## src/rtl/dm_abstract_ctl_pkg.sv

```systemverilog
// Shared debug definitions: DMI register map, field positions, cmderr codes,
// abstract command types and the abstract sequencer state encoding.
package dm_abstract_ctl_pkg;

    // DMI register addresses
    localparam int unsigned AddrData0        = 'h04;
    localparam int unsigned AddrData1        = 'h05;
    localparam int unsigned AddrDmcontrol    = 'h10;
    localparam int unsigned AddrDmstatus     = 'h11;
    localparam int unsigned AddrAbstractcs   = 'h16;
    localparam int unsigned AddrCommand      = 'h17;
    localparam int unsigned AddrAbstractauto = 'h18;

    // dmcontrol fields
    localparam int unsigned DmcHaltreq      = 31;
    localparam int unsigned DmcResumereq    = 30;
    localparam int unsigned DmcAckhavereset = 28;
    localparam int unsigned DmcNdmreset     = 1;
    localparam int unsigned DmcDmactive     = 0;

    // abstractcs fields
    localparam int unsigned AcsCmderrHi = 10;
    localparam int unsigned AcsCmderrLo = 8;

    // dmstatus constant fields
    localparam logic [3:0] DmsVersion = 4'd2;

    // cmderr codes
    localparam logic [2:0] CmdErrNone         = 3'd0;
    localparam logic [2:0] CmdErrBusy         = 3'd1;
    localparam logic [2:0] CmdErrNotSupported = 3'd2;
    localparam logic [2:0] CmdErrException    = 3'd3;
    localparam logic [2:0] CmdErrHaltResume   = 3'd4;
    localparam logic [2:0] CmdErrBus          = 3'd5;

    // Abstract command types (command[31:24])
    localparam logic [7:0] CmdAccessReg   = 8'd0;
    localparam logic [7:0] CmdQuickAccess = 8'd1;
    localparam logic [7:0] CmdAccessMem   = 8'd2;

    typedef enum logic [1:0] {
        StIdle,
        StCheck,
        StExec
    } abs_state_e;

    function automatic logic cmdtype_valid(input logic [7:0] t);
        return (t == CmdAccessReg) || (t == CmdQuickAccess) || (t == CmdAccessMem);
    endfunction

    // Quick-access runs on a running hart; the others need it halted.
    function automatic logic cmdtype_needs_halt(input logic [7:0] t);
        return (t != CmdQuickAccess);
    endfunction

endpackage

```

## src/rtl/dm_abstract_ctl_if.sv

```systemverilog
// DMI access bus between the debug transport and the debug module.
interface dm_abstract_ctl_if #(
    parameter int unsigned ABITS = 7
);
    logic             dmi_req;
    logic             dmi_we;
    logic [ABITS-1:0] dmi_addr;
    logic [31:0]      dmi_wdata;
    logic [31:0]      dmi_rdata;
    logic             dmi_ack;

    modport master (
        output dmi_req, dmi_we, dmi_addr, dmi_wdata,
        input  dmi_rdata, dmi_ack
    );

    modport slave (
        input  dmi_req, dmi_we, dmi_addr, dmi_wdata,
        output dmi_rdata, dmi_ack
    );
endinterface

```

## src/rtl/dm_abstract_ctl_fsm.sv

```systemverilog
// Abstract command sequencer: IDLE -> CHECK -> EXEC -> IDLE, owns cmderr.
module dm_abstract_ctl_fsm
    import dm_abstract_ctl_pkg::*;
(
    input  logic       clk,
    input  logic       rst_n,
    input  logic       abort,
    input  logic       start,
    input  logic [7:0] cmdtype,
    input  logic       halted,
    input  logic       done,
    input  logic       err_haltresume,
    input  logic       err_bus,
    input  logic       err_exception,
    input  logic       busy_err,
    input  logic [2:0] clr_mask,
    output logic       busy,
    output logic       in_exec,
    output logic [2:0] cmderr
);
    abs_state_e state_q, state_d;
    logic [2:0] cmderr_q, cmderr_d;

    // Next state and cmderr; completion/check errors override a busy error
    always_comb begin
        state_d  = state_q;
        cmderr_d = cmderr_q & ~clr_mask;
        if (busy_err && cmderr_q == CmdErrNone) begin
            cmderr_d = CmdErrBusy;
        end
        unique case (state_q)
            StIdle: begin
                if (start) state_d = StCheck;
            end
            StCheck: begin
                state_d = StIdle;
                if (!cmdtype_valid(cmdtype)) begin
                    cmderr_d = CmdErrNotSupported;
                end else if (cmdtype_needs_halt(cmdtype) != halted) begin
                    cmderr_d = CmdErrHaltResume;
                end else begin
                    state_d = StExec;
                end
            end
            StExec: begin
                if (done) begin
                    state_d = StIdle;
                    if (err_haltresume)     cmderr_d = CmdErrHaltResume;
                    else if (err_bus)       cmderr_d = CmdErrBus;
                    else if (err_exception) cmderr_d = CmdErrException;
                end
            end
            default: state_d = StIdle;
        endcase
        if (abort) begin
            state_d  = StIdle;
            cmderr_d = CmdErrNone;
        end
    end

    // State and cmderr registers
    always_ff @(posedge clk or negedge rst_n) begin
        if (!rst_n) begin
            state_q  <= StIdle;
            cmderr_q <= CmdErrNone;
        end else begin
            state_q  <= state_d;
            cmderr_q <= cmderr_d;
        end
    end

    assign busy    = (state_q != StIdle);
    assign in_exec = (state_q == StExec);
    assign cmderr  = cmderr_q;

endmodule

```

## src/rtl/dm_abstract_ctl.sv

```systemverilog
// Debug module front-end: DMI register decode, halt/resume handshake and
// abstract command launch towards the core's debug control stage.
module dm_abstract_ctl #(
    parameter int unsigned ABITS     = 7,
    parameter int unsigned DATACOUNT = 2
) (
    input  logic             clk,
    input  logic             rst_n,
    dm_abstract_ctl_if.slave dmi,
    output logic             ndmreset,
    output logic             halt_req,
    output logic             resume_req,
    output logic [31:0]      command,
    output logic             exec,
    output logic [31:0]      data0_out,
    output logic [31:0]      data1_out,
    input  logic [31:0]      data0_in,
    input  logic [31:0]      data1_in,
    input  logic             halted,
    input  logic             done,
    input  logic             write,
    input  logic             bus,
    input  logic             haltresume,
    input  logic             exception
);
    import dm_abstract_ctl_pkg::*;

    logic        dmactive_q, dmactive_d, haltreq_q, haltreq_d, ndmreset_q, ndmreset_d;
    logic        havereset_q, havereset_d, resume_q, resume_d, resumeack_q, resumeack_d;
    logic [31:0] data0_q, data0_d, data1_q, data1_d, command_q, command_d;
    logic [1:0]  auto_q, auto_d;
    logic        ack_q;
    logic [31:0] rdata_q, rdata_d;

    logic        sel_data0, sel_data1, sel_ctl, sel_status, sel_cs, sel_cmd, sel_auto;
    logic        wr, ctl_wr, data_acc, busy_err, cmd_ok, cmd_wr, auto_hit, start;
    logic        busy, in_exec;
    logic [2:0]  cmderr, clr_mask;
    logic [31:0] wdata, dmstatus, abstractcs, dmcontrol;

    assign wdata      = dmi.dmi_wdata;
    assign sel_data0  = (dmi.dmi_addr == ABITS'(AddrData0));
    assign sel_data1  = (dmi.dmi_addr == ABITS'(AddrData1));
    assign sel_ctl    = (dmi.dmi_addr == ABITS'(AddrDmcontrol));
    assign sel_status = (dmi.dmi_addr == ABITS'(AddrDmstatus));
    assign sel_cs     = (dmi.dmi_addr == ABITS'(AddrAbstractcs));
    assign sel_cmd    = (dmi.dmi_addr == ABITS'(AddrCommand));
    assign sel_auto   = (dmi.dmi_addr == ABITS'(AddrAbstractauto));

    assign wr       = dmi.dmi_req & dmi.dmi_we;
    assign ctl_wr   = wr & sel_ctl;
    // Every other register is held at reset while dmactive is (or becomes) 0
    assign dmactive_d = ctl_wr ? wdata[DmcDmactive] : dmactive_q;
    assign data_acc = dmi.dmi_req & (sel_data0 | sel_data1);
    assign busy_err = busy & ((wr & (sel_cmd | sel_cs | sel_auto)) | data_acc);
    assign cmd_ok   = ~busy & (cmderr == CmdErrNone);
    assign cmd_wr   = wr & sel_cmd & cmd_ok;
    assign auto_hit = dmi.dmi_req & ((sel_data0 & auto_q[0]) | (sel_data1 & auto_q[1]));
    assign start    = cmd_wr | (cmd_ok & auto_hit);
    assign clr_mask = (wr & sel_cs & ~busy) ? wdata[AcsCmderrHi:AcsCmderrLo] : 3'b000;

    dm_abstract_ctl_fsm u_fsm (
        .clk            (clk),
        .rst_n          (rst_n),
        .abort          (~dmactive_d),
        .start          (start),
        .cmdtype        (command_q[31:24]),
        .halted         (halted),
        .done           (done),
        .err_haltresume (haltresume),
        .err_bus        (bus),
        .err_exception  (exception),
        .busy_err       (busy_err),
        .clr_mask       (clr_mask),
        .busy           (busy),
        .in_exec        (in_exec),
        .cmderr         (cmderr)
    );

    assign dmstatus   = {12'd0, {2{havereset_q}}, {2{resumeack_q}}, 4'd0,
                         {2{~halted}}, {2{halted}}, 1'b1, 3'd0, DmsVersion};
    assign abstractcs = {19'd0, busy, 1'b0, cmderr, 4'd0, 4'(DATACOUNT)};
    assign dmcontrol  = {haltreq_q, 29'd0, ndmreset_q, dmactive_q};

    // Next-state of the DM registers and the resume handshake
    always_comb begin
        haltreq_d   = haltreq_q;
        ndmreset_d  = ndmreset_q;
        havereset_d = havereset_q;
        resume_d    = resume_q;
        resumeack_d = resumeack_q;
        data0_d     = data0_q;
        data1_d     = data1_q;
        command_d   = command_q;
        auto_d      = auto_q;
        if (ctl_wr) begin
            haltreq_d  = wdata[DmcHaltreq];
            ndmreset_d = wdata[DmcNdmreset];
            if (wdata[DmcAckhavereset]) havereset_d = 1'b0;
        end
        if (ndmreset_q || (ctl_wr && wdata[DmcNdmreset])) havereset_d = 1'b1;
        if (resume_q && !halted) begin
            resume_d    = 1'b0;
            resumeack_d = 1'b1;
        end
        if (ctl_wr && wdata[DmcResumereq] && !wdata[DmcHaltreq] && !busy) begin
            resume_d    = 1'b1;
            resumeack_d = 1'b0;
        end
        if (busy && write) begin
            data0_d = data0_in;
            data1_d = data1_in;
        end else if (wr && !busy) begin
            if (sel_data0) data0_d = wdata;
            if (sel_data1) data1_d = wdata;
        end
        if (cmd_wr) command_d = wdata;
        if (wr && sel_auto && !busy) auto_d = wdata[1:0];
        if (!dmactive_d) begin
            haltreq_d   = 1'b0;
            ndmreset_d  = 1'b0;
            havereset_d = 1'b1;
            resume_d    = 1'b0;
            resumeack_d = 1'b0;
            data0_d     = '0;
            data1_d     = '0;
            command_d   = '0;
            auto_d      = '0;
        end
    end

    // Read data mux; command is write-only and unmapped addresses read 0
    always_comb begin
        rdata_d = '0;
        if (dmi.dmi_req && !dmi.dmi_we) begin
            if (sel_data0)  rdata_d = data0_q;
            if (sel_data1)  rdata_d = data1_q;
            if (sel_ctl)    rdata_d = dmcontrol;
            if (sel_status) rdata_d = dmstatus;
            if (sel_cs)     rdata_d = abstractcs;
            if (sel_auto)   rdata_d = {30'd0, auto_q};
        end
    end

    // Register file and DMI response
    always_ff @(posedge clk or negedge rst_n) begin
        if (!rst_n) begin
            dmactive_q  <= 1'b0;
            haltreq_q   <= 1'b0;
            ndmreset_q  <= 1'b0;
            havereset_q <= 1'b1;
            resume_q    <= 1'b0;
            resumeack_q <= 1'b0;
            data0_q     <= '0;
            data1_q     <= '0;
            command_q   <= '0;
            auto_q      <= '0;
            ack_q       <= 1'b0;
            rdata_q     <= '0;
        end else begin
            dmactive_q  <= dmactive_d;
            haltreq_q   <= haltreq_d;
            ndmreset_q  <= ndmreset_d;
            havereset_q <= havereset_d;
            resume_q    <= resume_d;
            resumeack_q <= resumeack_d;
            data0_q     <= data0_d;
            data1_q     <= data1_d;
            command_q   <= command_d;
            auto_q      <= auto_d;
            ack_q       <= dmi.dmi_req;
            rdata_q     <= rdata_d;
        end
    end

    assign dmi.dmi_ack   = ack_q;
    assign dmi.dmi_rdata = rdata_q;
    assign ndmreset      = ndmreset_q;
    assign halt_req      = haltreq_q & dmactive_q;
    assign resume_req    = resume_q;
    assign command       = command_q;
    // Writing dmactive=0 kills an in-flight command in the same cycle
    assign exec          = in_exec & dmactive_d;
    assign data0_out     = data0_q;
    assign data1_out     = data1_q;

endmodule

```

## src/flat_wrapper.sv

```systemverilog
// flat-port wrapper written by rule: the top's interface ports become plain ports
module dm_abstract_ctl_flat import dm_abstract_ctl_pkg::*;
#(
    parameter int unsigned ABITS     = 7,
    parameter int unsigned DATACOUNT = 2
)
  (clk, rst_n, ndmreset, halt_req, resume_req, command, exec, data0_out, data1_out, data0_in, data1_in, halted, done, write, bus, haltresume, exception, dmi_dmi_req, dmi_dmi_we, dmi_dmi_addr, dmi_dmi_wdata, dmi_dmi_rdata, dmi_dmi_ack);
  dm_abstract_ctl_if #(.ABITS(ABITS)) dmi_i ();
  input  logic clk;
  input  logic rst_n;
  output logic ndmreset;
  output logic halt_req;
  output logic resume_req;
  output logic [31:0] command;
  output logic exec;
  output logic [31:0] data0_out;
  output logic [31:0] data1_out;
  input  logic [31:0] data0_in;
  input  logic [31:0] data1_in;
  input  logic halted;
  input  logic done;
  input  logic write;
  input  logic bus;
  input  logic haltresume;
  input  logic exception;
  input wire logic [$bits(dmi_i.dmi_req)-1:0] dmi_dmi_req;
  input wire logic [$bits(dmi_i.dmi_we)-1:0] dmi_dmi_we;
  input wire logic [$bits(dmi_i.dmi_addr)-1:0] dmi_dmi_addr;
  input wire logic [$bits(dmi_i.dmi_wdata)-1:0] dmi_dmi_wdata;
  output wire logic [$bits(dmi_i.dmi_rdata)-1:0] dmi_dmi_rdata;
  output wire logic [$bits(dmi_i.dmi_ack)-1:0] dmi_dmi_ack;
  assign dmi_i.dmi_req = dmi_dmi_req;
  assign dmi_i.dmi_we = dmi_dmi_we;
  assign dmi_i.dmi_addr = dmi_dmi_addr;
  assign dmi_i.dmi_wdata = dmi_dmi_wdata;
  assign dmi_dmi_rdata = dmi_i.dmi_rdata;
  assign dmi_dmi_ack = dmi_i.dmi_ack;
  dm_abstract_ctl #(.ABITS(ABITS), .DATACOUNT(DATACOUNT)) u_core (.clk(clk), .rst_n(rst_n), .dmi(dmi_i), .ndmreset(ndmreset), .halt_req(halt_req), .resume_req(resume_req), .command(command), .exec(exec), .data0_out(data0_out), .data1_out(data1_out), .data0_in(data0_in), .data1_in(data1_in), .halted(halted), .done(done), .write(write), .bus(bus), .haltresume(haltresume), .exception(exception));
endmodule
```

## config.mk

```make
export PLATFORM = sky130hd
export DESIGN_NAME = dm_abstract_ctl_flat
export DESIGN_NICKNAME = d
export VERILOG_FILES = /design/src/rtl/dm_abstract_ctl_pkg.sv /design/src/rtl/dm_abstract_ctl_if.sv /design/src/rtl/dm_abstract_ctl_fsm.sv /design/src/rtl/dm_abstract_ctl.sv /design/src/flat_wrapper.sv
export SDC_FILE = /design/constraint.sdc
export NUM_CORES = 1
export LEC_CHECK = 0
export ABC_CLOCK_PERIOD_IN_PS = 2200
export BUFFER_PORTS_ARGS = -buffer_cell sky130_fd_sc_hd__buf_4
export CAP_MARGIN = 0
export CORE_MARGIN = 2
export CORE_UTILIZATION = 49
export CTS_CLUSTER_SIZE = 28
export DETAILED_ROUTE_END_ITERATION = 8
export PLACE_DENSITY = 0.77
export SLEW_MARGIN = 20
export SYNTH_ARGS = -nofsm -noshare
export SYNTH_HDL_FRONTEND = slang
export SYNTH_SLANG_ARGS = --single-unit
```

## constraint.sdc

```tcl
create_clock -name clk -period 2.2 [get_ports clk]
set_input_delay 0.11 -clock clk [delete_from_list [all_inputs] [get_ports clk]]
set_output_delay 0.11 -clock clk [all_outputs]
set_load 0.02 [all_outputs]
```

==> flow_metrics.tcl <==
set metrics [dict create \
    syn_nets 859 \
    min_period_over_period_pct 92.0 \
    cts_tree "built" \
    finalHoldViolations 0 \
    port_buffers 245 \
    synth-compound-area-share_pct 16.7 \
    cp_max_fo 2 \
    final_cell_mix "buf_4 (271), dfrtp_1 (141), nand2_1 (136), nor2_1 (96), dlygate4sd3_1 (78)" \
    required_ns 2.50 \
    synthSimpleGateAreaFrac_pct 20.7 \
    cts_max_level 4 \
    synthDistinctLibCells 46 \
    hp-class "input port to flip-flop" \
    fin_util_pct 76.3 \
    rsz0062_at_grt "false" \
    syn_avg_cell_area_sq_um 9.28 \
    io-pin-count 246 \
    synth_ff_type "dfrtp_1" \
    synth_xor_area_share_pct 0 \
    layout-drive-gt1-share_pct 31.2 \
    grt_use_total_pct 33.2 \
    power_mw 5.86 \
    syn_to_final_growth_pct 53.1 \
    grt_max_degree 78 \
    drt_wl_total_mm 24.7 \
    max_freq_mhz 494 \
    critPathCaptureType "flip-flop" \
    firstDrtPassIters 5 \
    viasPerCell 5.77 \
    ant_nets 0 \
    synth_edf_count 0 \
    p_per_area_nw_per_um2 556 \
    rr_startpoint "u_core.u_fsm.cmderr[2]" \
    worstHoldStart "data0_in[27]" \
    place.gp.congestion 0.914 \
    core_area_sq_um 13800 \
    numCtsBuffers 17 \
    p_leak_nw 4.99 \
    initial_core_util_pct 49.8 \
    synth_top_family_by_area "simple AND/OR/NAND/NOR gates" \
    fin_crit_ns 2.02 \
    clock_latency_ns 0.42 \
    antenna_found_initial 0 \
    r2r_setup_slack_ns 0.18 \
    min_path_cells 3 \
    die_area_sq_um 15000 \
    rr_worst_depth 5 \
    drtIter0Drc 714 \
    cts.sinks 142 \
    cts-root-buf "clkbuf_16" \
    ys_async_sr_fraction_pct 100 \
    syn-cell-area_sq_um 6890 \
    synth_cells 743 \
    std_cell_rows 43 \
    crit_path_start_kind "flip-flop" \
    seqPwrFrac_pct 44.7 \
    p_comb_share_pct 9.3 \
    grt_pass1_vias 7190 \
    pwr-share-clk_pct 46.1 \
    path_clk_slew_ns 0.06 \
    diodes 0 \
    ys_ff_latch 142 \
    grt_overflow 0 \
    fp.dieH_microns 123 \
    num_vias 7253 \
    arrival_ns 2.33 \
    critPathKind "flip-flop to flip-flop" \
    fin_setup_tns_ns 0 \
    slew_headroom_pct 63.3 \
    tightest_slew_ns 0.550 \
    ys_seq_area_share_pct 51.6 \
    outcome "finished clean" \
    drv_slew 0 \
    cell_internal_pwr_mw 4.53 \
    cts_resized 0 \
    regToRegEndpoint "u_core.u_fsm.state_q[1]" \
    grt_first_pass_wirelength_mm 37.9 \
    synth_adder_area_share_pct 0.545 \
    muxShareOfSynthArea_pct 6.68 \
    setup_viol 0 \
    die_x_microns 123 \
    dpl.hpwl_mm 16.4 \
    peakVddDrop_mv 0.428 \
    final_common_cell "buf_4" \
    yosys_warnings 0 \
    max_cap_violations 0 \
    holdPathEnd "u_core.data0_out[27]" \
    fin_skew_ns 0.00928 \
    swShare_pct 22.8 \
    nNetsFinal 1182 \
    cts.path.max_buffers 2 \
    p_switching_mw 1.34 \
    drcViolationCount 0 \
    wl_per_cell_microns 19.7 \
]
-- per-layer routing --
layer | vias to the layer above | routed length [microns] | track usage [%]
li1 | 3270 | - | -
met1 | 3484 | 9810 | 43.0
met2 | 438 | 12100 | 53.9
met3 | 61 | 2000 | 6.13
met4 | 0 | 806 | 16.2
met5 | - | 0 | 0
-- per-stage QoR --
step           setup WS (ns)  hold WS [ns]  instances  instance area, sq um
3_5_place_dp          0.0993        0.0471       1149                  9230
3_3_place_gp           0.145        0.0463       1149                  9230
2_1_floorplan         0.0830        -0.186        743                  6890
4_1_cts                0.193     0.0000824       1257                 10600
6_report               0.175        0.0159       1257                 10600
5_1_grt               0.0934        0.0108       1257                 10600
-- worst max-delay path, stage by stage, from the launching register on --
cell and delay (ns):
dfrtp_1 0.39, or4b_2 0.71, nand4bb_1 0.24, a31oi_1 0.29
mux2i_1 0.24, nor2_1 0.06
-- cell type report --
type	count	area, sq um
fill	943	3280
clock buffer	24	482
tap	180	225
multi-input combinational	534	3100
timing repair buffer	364	3110
sequential	142	3550
inverter	7	26.3
clock inverter	6	61.3
-- synthesized netlist by cell type (all sizes together), types with 4 or more instances --
cell type,count,share of area (%)
nor4,4,0.58
inv,7,0.38
and3,4,0.36
a22oi,4,0.44
nand2,138,7.5
a31oi,5,0.45
and2,4,0.36
a22o,6,0.76
buf,12,0.87
a211oi,34,4.6
clkbuf,48,2.6
nand3,53,3.8
a21oi,57,4.1
mux2i,46,6.7
nor2,96,5.2
nand3b,5,0.54
o21ai,7,0.51
a311oi,33,4.2
dfrtp,141,51
nor2b,5,0.45
a21o,4,0.44
-- cell families after synthesis --
logic type,count (synthesis)
buf+inv,67
fa+ha+maj,3
simple gates,325
mux,46
compound gates,160
flops,142
-- power groups by stage --
stage	clock, mW	sequential (mW)	combinational, mW
2_1_floorplan	0	2.67	0.0960
3_3_place_gp	0	2.67	0.422
3_5_place_dp	0	2.67	0.421
4_1_cts	2.71	2.62	0.535
5_1_grt	2.83	2.62	0.576
6_report	2.70	2.62	0.543
-- worst max path at each step --
stage                            startpoint                      end  cells past startpoint
floorplan                   dmi_dmi_addr[2]     u_core.data0_out[29]                      7
global placement            dmi_dmi_addr[2]     u_core.data1_out[11]                      7
detailed placement          dmi_dmi_addr[2]     u_core.data1_out[26]                      7
CTS                  u_core.u_fsm.cmderr[2]  u_core.u_fsm.state_q[1]                      5
global route        u_core.u_fsm.state_q[0]     u_core.data0_out[17]                      8
finish               u_core.u_fsm.cmderr[2]  u_core.u_fsm.state_q[1]                      5
-- timing repair --
item,CTS,global route
hold buffers,78,0
endpoints found under the hold margin,120,0
buffers inserted,0,0
-- flip-flops by register name, summed over array words and instances, names as in the netlist --
signal / cells
u_core.data1_out: 32
u_core.resume_req: 1
u_core.data0_out: 32
u_core.haltreq_q: 1
u_core.command: 32
u_core.auto_q: 2
u_core.resumeack_q: 1
u_core.u_fsm.cmderr: 3
u_core.u_fsm.state_q: 2
u_core.ndmreset: 1
u_core.dmi.dmi_rdata: 32
u_core.dmactive_q: 1
u_core.dmi.dmi_ack: 1
u_core.havereset_q: 1
Power figures use the tool's default switching activity.
